--- src/rtl/frame_pkg.sv ---
// Shared types and line-level constants for the frame serializer.
package frame_pkg;

  typedef enum logic [2:0] {
    IDLE,
    START,
    DATA,
    PARITY,
    STOP
  } state_t;

  localparam logic LINE_IDLE = 1'b1;
  localparam logic START_BIT = 1'b0;

endpackage

--- src/rtl/bit_timer.sv ---
// Per-bit cycle counter: flags the last cycle of a bit and the mid-bit strobe cycle.
module bit_timer #(
  parameter int DIV = 4
) (
  input  logic c,
  input  logic rst_n,
  input  logic i_en,
  output logic o_bit_end,
  output logic o_mid
);

  localparam int CW = (DIV > 1) ? $clog2(DIV) : 1;

  logic [CW-1:0] r_cnt;

  // Held at zero while disabled so every frame starts on a fresh bit boundary.
  always_ff @(posedge c or negedge rst_n) begin
    if (!rst_n) begin
      r_cnt <= '0;
    end else if (!i_en || o_bit_end) begin
      r_cnt <= '0;
    end else begin
      r_cnt <= r_cnt + 1'b1;
    end
  end

  assign o_bit_end = i_en && (r_cnt == CW'(DIV - 1));
  assign o_mid     = i_en && (r_cnt == CW'(DIV / 2));

endmodule

--- src/rtl/frame_serializer.sv ---
// Parallel-to-serial framer (start, LSB-first data, optional parity, stop) with a
// mid-bit gate strobe for a downstream D-latch.
module frame_serializer
  import frame_pkg::*;
#(
  parameter int DATA_W     = 8,
  parameter int DIV        = 4,
  parameter int PARITY_EN  = 1,
  parameter int PARITY_ODD = 0
) (
  input  logic              c,
  input  logic              rst_n,
  input  logic [DATA_W-1:0] din,
  input  logic              load,
  output logic              ready,
  output logic              sd,
  output logic              sc,
  output logic              busy,
  output logic              done
);

  localparam int IW = $clog2(DATA_W + 1);
  localparam logic [IW-1:0] LAST_IDX = IW'(DATA_W - 1);

  state_t            r_state;
  state_t            w_state_next;
  logic [DATA_W-1:0] r_shift;
  logic              r_parity;
  logic [IW-1:0]     r_bit_idx;
  logic              r_done;
  logic              w_sd;
  logic              w_busy;
  logic              w_accept;
  logic              w_bit_end;
  logic              w_mid;

  assign w_busy   = (r_state != IDLE);
  assign w_accept = load && !w_busy;

  bit_timer #(
    .DIV(DIV)
  ) u_bit_timer (
    .c        (c),
    .rst_n    (rst_n),
    .i_en     (w_busy),
    .o_bit_end(w_bit_end),
    .o_mid    (w_mid)
  );

  always_ff @(posedge c or negedge rst_n) begin
    if (!rst_n) begin
      r_state <= IDLE;
    end else begin
      r_state <= w_state_next;
    end
  end

  always_comb begin
    w_state_next = r_state;
    w_sd         = LINE_IDLE;
    case (r_state)
      IDLE: begin
        if (w_accept) w_state_next = START;
      end
      START: begin
        w_sd = START_BIT;
        if (w_bit_end) w_state_next = DATA;
      end
      DATA: begin
        w_sd = r_shift[0];
        if (w_bit_end && (r_bit_idx == LAST_IDX)) begin
          w_state_next = (PARITY_EN != 0) ? PARITY : STOP;
        end
      end
      PARITY: begin
        w_sd = r_parity;
        if (w_bit_end) w_state_next = STOP;
      end
      STOP: begin
        if (w_bit_end) w_state_next = IDLE;
      end
      default: w_state_next = IDLE;
    endcase
  end

  // Parity is fixed at capture time; the shift register is consumed during DATA.
  always_ff @(posedge c or negedge rst_n) begin
    if (!rst_n) begin
      r_shift   <= '0;
      r_parity  <= 1'b0;
      r_bit_idx <= '0;
      r_done    <= 1'b0;
    end else begin
      r_done <= (r_state == STOP) && w_bit_end;
      if (w_accept) begin
        r_shift   <= din;
        r_parity  <= (^din) ^ (PARITY_ODD != 0);
        r_bit_idx <= '0;
      end else if ((r_state == DATA) && w_bit_end) begin
        r_shift   <= r_shift >> 1;
        r_bit_idx <= (r_bit_idx == LAST_IDX) ? '0 : r_bit_idx + 1'b1;
      end
    end
  end

  assign sd    = w_sd;
  assign sc    = w_mid;
  assign busy  = w_busy;
  assign ready = !w_busy;
  assign done  = r_done;

endmodule

--- config.mk ---
export PLATFORM = sky130hd
export DESIGN_NAME = frame_serializer
export DESIGN_NICKNAME = d
export VERILOG_FILES = /design/src/rtl/frame_pkg.sv /design/src/rtl/bit_timer.sv /design/src/rtl/frame_serializer.sv
export SDC_FILE = /design/constraint.sdc
export NUM_CORES = 1
export LEC_CHECK = 0
export CAP_MARGIN = 20
export CORE_AREA = 2 2 56 58
export CTS_CLUSTER_SIZE = 16
export DETAILED_ROUTE_END_ITERATION = 10
export DIE_AREA = 0 0 58 60
export PLACE_DENSITY_LB_ADDON = 0.08
export SLEW_MARGIN = 10
export SYNTH_ARGS = -nofsm -noshare
export SYNTH_HDL_FRONTEND = slang
export SYNTH_SLANG_ARGS = --single-unit
--- constraint.sdc ---
create_clock -name c -period 2.9 [get_ports c]
set_clock_uncertainty 0.1 [all_clocks]
set_input_delay 0.29 -clock c [delete_from_list [all_inputs] [get_ports c]]
set_output_delay 0.29 -clock c [all_outputs]
set_load 0.02 [all_outputs]
Word-level counts from Yosys, hierarchy flattened. Index checks and enable logic that the tools add are counted.

Eq/ne operators: 12. Reductions and logical operators: 13. Add/subtract/negate cells: 2. Muxes and demuxes: 13.

Operators with widths (count): $mux 8 (2); $mux 3 (5); $pmux 3 s5 (1); $mux 4 (3); $reduce_xor 8->1 (1); $eq 3x2->1 const B (2); $logic_and 1x1->1 (6); $ne 2x1->1 const B (3); $reduce_and 5->1 (1); $add 4x1->4 const B (1); $eq 2x2->1 const B (2); $eq 4x3->1 const B (1); $ne 2x2->1 const B (2); $eq 3x1->1 const B (1); $eq 3x3->1 const B (1); $logic_not 3->1 (1); $pmux 1 s3 (1); $reduce_bool 3->1 (1); $add 2x1->2 const B (1); $mux 2 (1); $reduce_bool 2->1 (1); $logic_not 1->1 (1); $logic_or 1x1->1 (1).

Bits of input ports: 11. Logic and storage cells: 46. Output and inout port bits: 5. Bits in registers: 19.

Logic depth before layout (Yosys ltp). Gate-level depths: netlist of run 1.

Depth after elaboration: 5. Depth in mapped cells: 5. Mapped depth without buffers: 5.

Modules after synthesis. From an unflattened synthesis of run 1, not the netlist that was laid out.

Cell total of the unflattened synthesis: 95. Area total of the unflattened synthesis: 987.2 sq um.

By module, submodules not included: frame_serializer (instances 1, sequential area each 425.4 sq um, cells each 86, area each 870.8 sq um); bit_timer (instances 1, sequential area each 50.0 sq um, cells each 9, area each 116.4 sq um).

Worst setup path after synthesis of run 1. Ideal clock, no wire load.

Path kind: register to output. Start point: register r_state[2]. End point: output port busy. Path slack: 1047 ps. Arrival: 1463 ps. Path buffers: 1. Data required time: 2510 ps. Stages on the path, launching flop included: 4. Path through: dfrtp_1 buf_6 nor3_1 inv_1.

Longest elaborated chain between the ends: 1.

Ends and longest elaborated chain: start: declaration (RTL line frame_serializer.sv:25) `state_t r_state;`; start signal: assignment (RTL line frame_serializer.sv:54) `r_state <= w_state_next;`; $reduce_bool 3->1 (RTL line frame_serializer.sv:37) `assign w_busy = (r_state != IDLE);`; end: declaration (RTL line frame_serializer.sv:18) `output logic busy,`.

Every way passes these cells.

Worst setup path after layout of run 1.
Start point: register r_state[1]. End point: output port ready.

Longest elaborated chain between the ends: 2.

Ends and longest elaborated chain: $reduce_bool 3->1 (RTL line frame_serializer.sv:37); $logic_not 1->1 (RTL line frame_serializer.sv:109) `assign ready = !w_busy;`; end: declaration (RTL line frame_serializer.sv:15) `output logic ready,`.

Every way passes these cells.

==> reports/metrics.csv, run 1 <==
stage;metric;value;unit
clock_network;clock_latency;0.29;ns
global_route;grt_pass1_wl;2840;um
power_and_ir_drop;ir_drop;0.368;mV
synth;synthesis.area;0.00103;mm2
detailed_routing;via_count;703;
timing;worst_slew_pin_slew;0.858;ns
clock_network;clk_pin_slew;0.11;ns
floorplan;rows;20;
place;place_congestion;0.688;
cells_and_area;finalNetCount;127;
synth;ys_ff_latch;19;
cells_and_area;layout_commonest_cell;dfrtp_1;
critical_path;arrival;1.99;ns
detailed_routing;avgRoutedWirePerCell;12.0;um
critical_path;critical_path_class;reg -> out;
cells_and_area;drive_gt1_frac;0.0982;
synth;ys_seq_area_frac;0.463;
synth;syn_inst;97;
timing;hold_violations;0;
timing;holdWs;0.369;ns
global_route;grt_pass1_vias;644;
timing;setup_viol;0;
detailed_routing;ant_nets;0;
clock_network;htreeDepth;1;
floorplan;placeableCoreArea;0.00290;mm2
floorplan;fp.dieArea;0.00348;mm2
place;dp_hpwl;1310;um
detailed_routing;drc;0;
critical_path;cp.required;2.51;ns
synth;yosysUniqueCellTypes;26;
flow_run;drv_cap;0;
timing;fmax;0.420;GHz
cells_and_area;area_growth;15.7;%
timing;rsz0062_at_grt;no;
global_route;grt_use_total;0.113;
global_route;grt_overflow;0;
global_route;antenna_found_initial;0;
synth;syn_area_per_cell;10.6;um2
clock_network;cts.sinks;19;
detailed_routing;viasPerCell;4.85;
clock_network;cts-resized-gates;0;
cells_and_area;fill_cells;307;
synth;synth_nets;111;
synth;synth_warnings;0;
power_and_ir_drop;powerDensity;841;mW/mm2
clock_network;cts_inserted_buffers;3;
power_and_ir_drop;power_leakage;0.487;nW
cells_and_area;n_antenna_cell;0;
critical_path;worst_setup_path_start_kind;flop;
critical_path;critPathMaxFanout;9;
cells_and_area;regArea;475;um2
detailed_routing;firstDrtPassIters;2;
floorplan;start_util;0.354;
power_and_ir_drop;total_power;1.00;mW
critical_path;cp-end-kind;output pin;
timing;finalCriticalPeriod;2.38;ns
timing;fin_setup_tns;0;ns
timing;maxSlewViolCount;0;
global_route;grt_max_degree;20;
clock_network;clk_path_buf_depth;2;
clock_network;cts-hold-fix-buffers;0;
cells_and_area;final_cell_mix;dfrtp_1 (19), clkdlybuf4s50_1 (15), nand2_1 (14);
clock_network;post_cts_buffers;0;
detailed_routing;totalWireLength;1740;um
floorplan;die_y;60;um
worst_hold_path;holdCritPathClass;in -> async;
cells_and_area;multi_input_comb_area;472;um2
outcome;status;complete, no violations;
floorplan;die_w;58;um
detailed_routing;drt_iter0_markers;14;
place;portBuffers;15;
timing;max_slew_margin;0.427;
timing;fin_crit_sh;0.821;
clock_network;cts_tree;yes;
clock_network;root_buffer;clkbuf_4;
floorplan;ios;16;
==> cell type report <==
cell class,count,area share
inverter,4,0.0126
sequential,19,0.400
tap,33,0.0347
timing repair buffer,16,0.133
clock inverter,1,0.00421
clock buffer,3,0.0189
multi-input combinational,69,0.397
==> final timing paths <==
check	from	end	slack, ns	cells past startpoint
setup / recovery	r_state[1]	ready	0.52	2
hold / removal	rst_n	r_bit_idx[0]	0.37	1
setup reg to reg	r_state[2]	r_bit_idx[3]	1.19	4
hold reg to reg	u_bit_timer.r_cnt[0]	u_bit_timer.r_cnt[0]	0.38	1
max in group asynchronous	rst_n	r_shift[1]	1.80	1
min in group c	u_bit_timer.r_cnt[0]	u_bit_timer.r_cnt[0]	0.38	1
==> worst max-delay path, cell delays in order (launching register included) <==
cell and delay, ns:
dfrtp_1 0.51, nor3_1 0.49, clkdlybuf4s50_1 0.70
==> per-layer routing <==
| metal | share of wire | GRT usage |
|---|---|---|
| met5 | 0 | 0 |
| met4 | 0.012 | 0.0698 |
| met3 | 0.041 | 0.0195 |
| met2 | 0.45 | 0.175 |
| met1 | 0.49 | 0.147 |
==> stage by stage <==
stage | cells | setup slack [ns] | utilization | cell area (um2)
finish | 145 | 0.519 | 0.409 | 1190
global route | 145 | 0.358 | 0.409 | 1190
CTS | 145 | 0.461 | 0.409 | 1190
detailed placement | 141 | 0.814 | 0.400 | 1160
global placement | 141 | 0.888 | 0.400 | 1160
floorplan | 97 | 1.05 | - | 1030
==> state kept, by name, indices dropped and copies added (netlist names) <==
| register | count |
|---|---|
| r_bit_idx | 4 |
| u_bit_timer.r_cnt | 2 |
| r_shift | 8 |
| r_state | 3 |
| r_parity | 1 |
| done | 1 |
==> kinds of logic after synthesis <==
kind of cell	after synthesis	share of synthesized area
buf+inv	9	0.0779
simple gates	32	0.166
xor+xnor	9	0.0767
compound gates	18	0.112
flops	19	0.463
fa+ha+maj	3	0.0365
mux	7	0.0682
==> synthesized netlist by cell type <==
cell,count,area (um2)
and3_2,1,7.51
xor2_1,2,17.5
buf_12,1,20.0
a21oi_1,2,10.0
o21ai_1,2,10.0
nor2_2,1,6.26
nor4b_4,1,23.8
or2_2,1,6.26
o32ai_1,1,8.76
nor2_1,7,26.3
nand2_1,14,52.6
nor3_1,4,20.0
inv_1,4,15.0
a22o_1,2,17.5
o2bb2ai_1,2,17.5
nor2b_1,1,6.26
a22oi_1,1,7.51
and4bb_4,1,16.3
o21ai_2,1,8.76
dfrtp_1,19,475
buf_6,4,45.0
o21ai_0,7,35.0
nand3_1,1,5.00
ha_1,3,37.5
mux2i_1,7,70.1
xnor2_1,7,61.3
==> where the power goes <==
| part | total (mW) | switching (mW) | internal [mW] |
|---|---|---|---|
| sequential | 0.468 | 0.0980 | 0.370 |
| clock | 0.135 | 0.0837 | 0.0513 |
| combinational | 0.397 | 0.196 | 0.201 |
| total | 1.00 | 0.378 | 0.622 |
Note: power is estimated with default switching activity, not from simulation.
==> inputs of run 2 (changes only) <==
==> constraint.sdc (replaced) <==
create_clock -name c -period 2.2 [get_ports c]
set_clock_uncertainty 0.1 [all_clocks]
set_input_delay 0.22 -clock c [delete_from_list [all_inputs] [get_ports c]]
set_output_delay 0.22 -clock c [all_outputs]
set_load 0.02 [all_outputs]
==> reports/metrics.csv, run 2 (synthesis results as in run 1) <==
stage;metric;value;unit
timing;rsz0062_at_grt;no;
cells_and_area;finalNetCount;131;
cells_and_area;multi_input_comb_area;477;um2
critical_path;worst_path_max_delay_cell;clkdlybuf4s50_1;
global_route;antenna_found_initial;0;
detailed_routing;wl_met3;81;um
critical_path;reg2reg_depth;4;
timing;finalCriticalPeriod;2.04;ns
cells_and_area;area_growth;19.5;%
cells_and_area;reg.largest.list;r_shift (8), r_bit_idx (4), r_state (3);
critical_path;worst_setup_path_start_kind;flop;
clock_network;cts-hold-fix-buffers;0;
detailed_routing;avgRoutedWirePerCell;12.0;um
cells_and_area;drive_gt1_frac;0.147;
critical_path;arrival;1.72;ns
cells_and_area;n_antenna_cell;0;
critical_path;critPathMaxStageDelay;0.68;ns
power_and_ir_drop;p_switching;504;uW
timing;hold_violations;0;
power_and_ir_drop;ir_drop;0.397;mV
detailed_routing;totalWireLength;1780;um
critical_path;cp_cell_sequence;nor3_2, clkdlybuf4s50_1;
power_and_ir_drop;p_int;844;uW
critical_path;rrSetupSlack;0.57;ns
outcome;status;complete, no violations;
clock_network;htreeDepth;1;
place;portBuffers;15;
cells_and_area;layout_commonest_cell;dfrtp_1;
floorplan;die_w;58;um
power_and_ir_drop;power_leakage;0.519;nW
critical_path;cp.required;1.88;ns
critical_path;cp-end-kind;output pin;
power_and_ir_drop;pwr-share-clk;0.132;
detailed_routing;m1WireLength;848;um
global_route;grt_pass1_vias;721;
cells_and_area;fill_cells;290;
power_and_ir_drop;p_sw_frac;0.374;
timing;worst_slew_pin_slew;0.315;ns
cells_and_area;regArea;477;um2
critical_path;rr_startpoint;u_bit_timer.r_cnt[0];
clock_network;clk_pin_slew;0.11;ns
critical_path;crit_start;r_state[0];
timing;holdWs;0.145;ns
timing;fin_crit_sh;0.929;
floorplan;ios;16;
timing;fmax;0.489;GHz
critical_path;critical_path_class;reg -> out;
floorplan;die_y;60;um
cells_and_area;final_cell_mix;dfrtp_1 (18), nand2_1 (14), clkdlybuf4s50_1 (14);
critical_path;critPathMaxFanout;9;
global_route;grt_overflow;0;
clock_network;clock_latency;0.29;ns
power_and_ir_drop;power_frac_seq;0.438;
worst_hold_path;holdCritPathClass;in -> async;
floorplan;rows;20;
clock_network;cts.sinks;19;
timing;maxSlewViolCount;0;
cells_and_area;largest_reg_flops;8;
floorplan;placeableCoreArea;0.00290;mm2
detailed_routing;ant_nets;0;
floorplan;fp.dieArea;0.00348;mm2
detailed_routing;topRoutingLayerUsed;met4;
global_route;grt_max_degree;20;
detailed_routing;firstDrtPassIters;4;
clock_network;clk_path_buf_depth;2;
cells_and_area;largest-register;r_shift;
detailed_routing;drt_iter0_markers;10;
critical_path;critPathCapture;ready;
clock_network;cts_tree;yes;
flow_run;drv_cap;0;
detailed_routing;drc;0;
power_and_ir_drop;combPwrFrac;0.430;
clock_network;root_buffer;clkbuf_4;
timing;fin_setup_tns;0;ns
timing;setup_viol;0;
place;dp_hpwl;1310;um
global_route;grt_pass1_wl;3070;um
critical_path;r2r_end;r_shift[6];
place;place_congestion;0.653;
global_route;grt_use_total;0.120;
power_and_ir_drop;powerDensity;1100;mW/mm2
floorplan;start_util;0.354;
detailed_routing;via_count;710;
detailed_routing;viasPerCell;4.77;
clock_network;cts_inserted_buffers;3;
detailed_routing;met2_length;836;um
timing;max_slew_margin;0.789;
## run 2: worst min path at each step
stage                                    start                    to  slack (ns)  depth (start not counted)
after floorplan                          rst_n                  done       -0.18                          0
after global placement    u_bit_timer.r_cnt[0]  u_bit_timer.r_cnt[0]        0.37                          1
after detailed placement  u_bit_timer.r_cnt[0]  u_bit_timer.r_cnt[0]        0.36                          1
after CTS                                rst_n                  done        0.14                          2
after global routing                     rst_n                  done        0.14                          2
final                                    rst_n          r_bit_idx[0]        0.15                          2
## run 2: layout make-up
type | instances | share of cell area
Clock buffer | 3 | 0.0183
Clock inverter | 1 | 0.00408
Inverter | 4 | 0.0122
Multi-Input combinational cell | 69 | 0.388
Sequential cell | 19 | 0.388
Tap cell | 33 | 0.0336
Timing Repair Buffer | 20 | 0.155
## run 2: critical path: cells and delay by family, from the launching register on
family	cells	cell delay, ns
buf+inv	1	0.68
flops	1	0.49
simple gates	1	0.27
## run 2: stage by stage
stage | total power, mW | worst slack [ns] | cell area (um2) | util | instances
final | 1.35 | 0.157 | 1230 | 0.423 | 149
after global routing | 1.48 | 0.0335 | 1230 | 0.423 | 149
after CTS | 1.37 | 0.0239 | 1220 | 0.422 | 149
after detailed placement | 1.18 | 0.285 | 1190 | 0.410 | 145
after global placement | 1.18 | 0.335 | 1190 | 0.410 | 145
after floorplan | 1.03 | 0.417 | 1030 | - | 97
## run 2: what timing repair did
| action | CTS | global route |
|---|---|---|
| gates resized for setup | 1 | 2 |
| setup endpoints to repair | 2 | 2 |
| buffers inserted | 0 | 0 |
## run 2: metal layers
| layer | vias up | GRT usage |
|---|---|---|
| met5 | - | 0 |
| met4 | 0 | 0.0598 |
| li1 | 366 | - |
| met2 | 12 | 0.201 |
| met3 | 2 | 0.0325 |
| met1 | 330 | 0.140 |
## run 2: power groups by stage
stage	clock network, mW	logic (mW)	registers, mW
2_1_floorplan	0	0.470	0.555
3_3_place_gp	0	0.585	0.593
3_5_place_dp	0	0.593	0.591
4_1_cts	0.191	0.595	0.589
5_1_grt	0.205	0.656	0.614
6_report	0.177	0.580	0.591
==> inputs of run 3 (changes only) <==
--- a/config.mk
+++ b/config.mk
@@ -11,6 +11,7 @@
 export DETAILED_ROUTE_END_ITERATION = 10
 export DIE_AREA = 0 0 58 60
 export PLACE_DENSITY_LB_ADDON = 0.08
+export SKIP_CTS_REPAIR_TIMING = 1
 export SLEW_MARGIN = 10
 export SYNTH_ARGS = -nofsm -noshare
 export SYNTH_HDL_FRONTEND = slang
==> results of run 3 <==
Same layout as run 2: the final DEF is identical, and so are final timing and power.
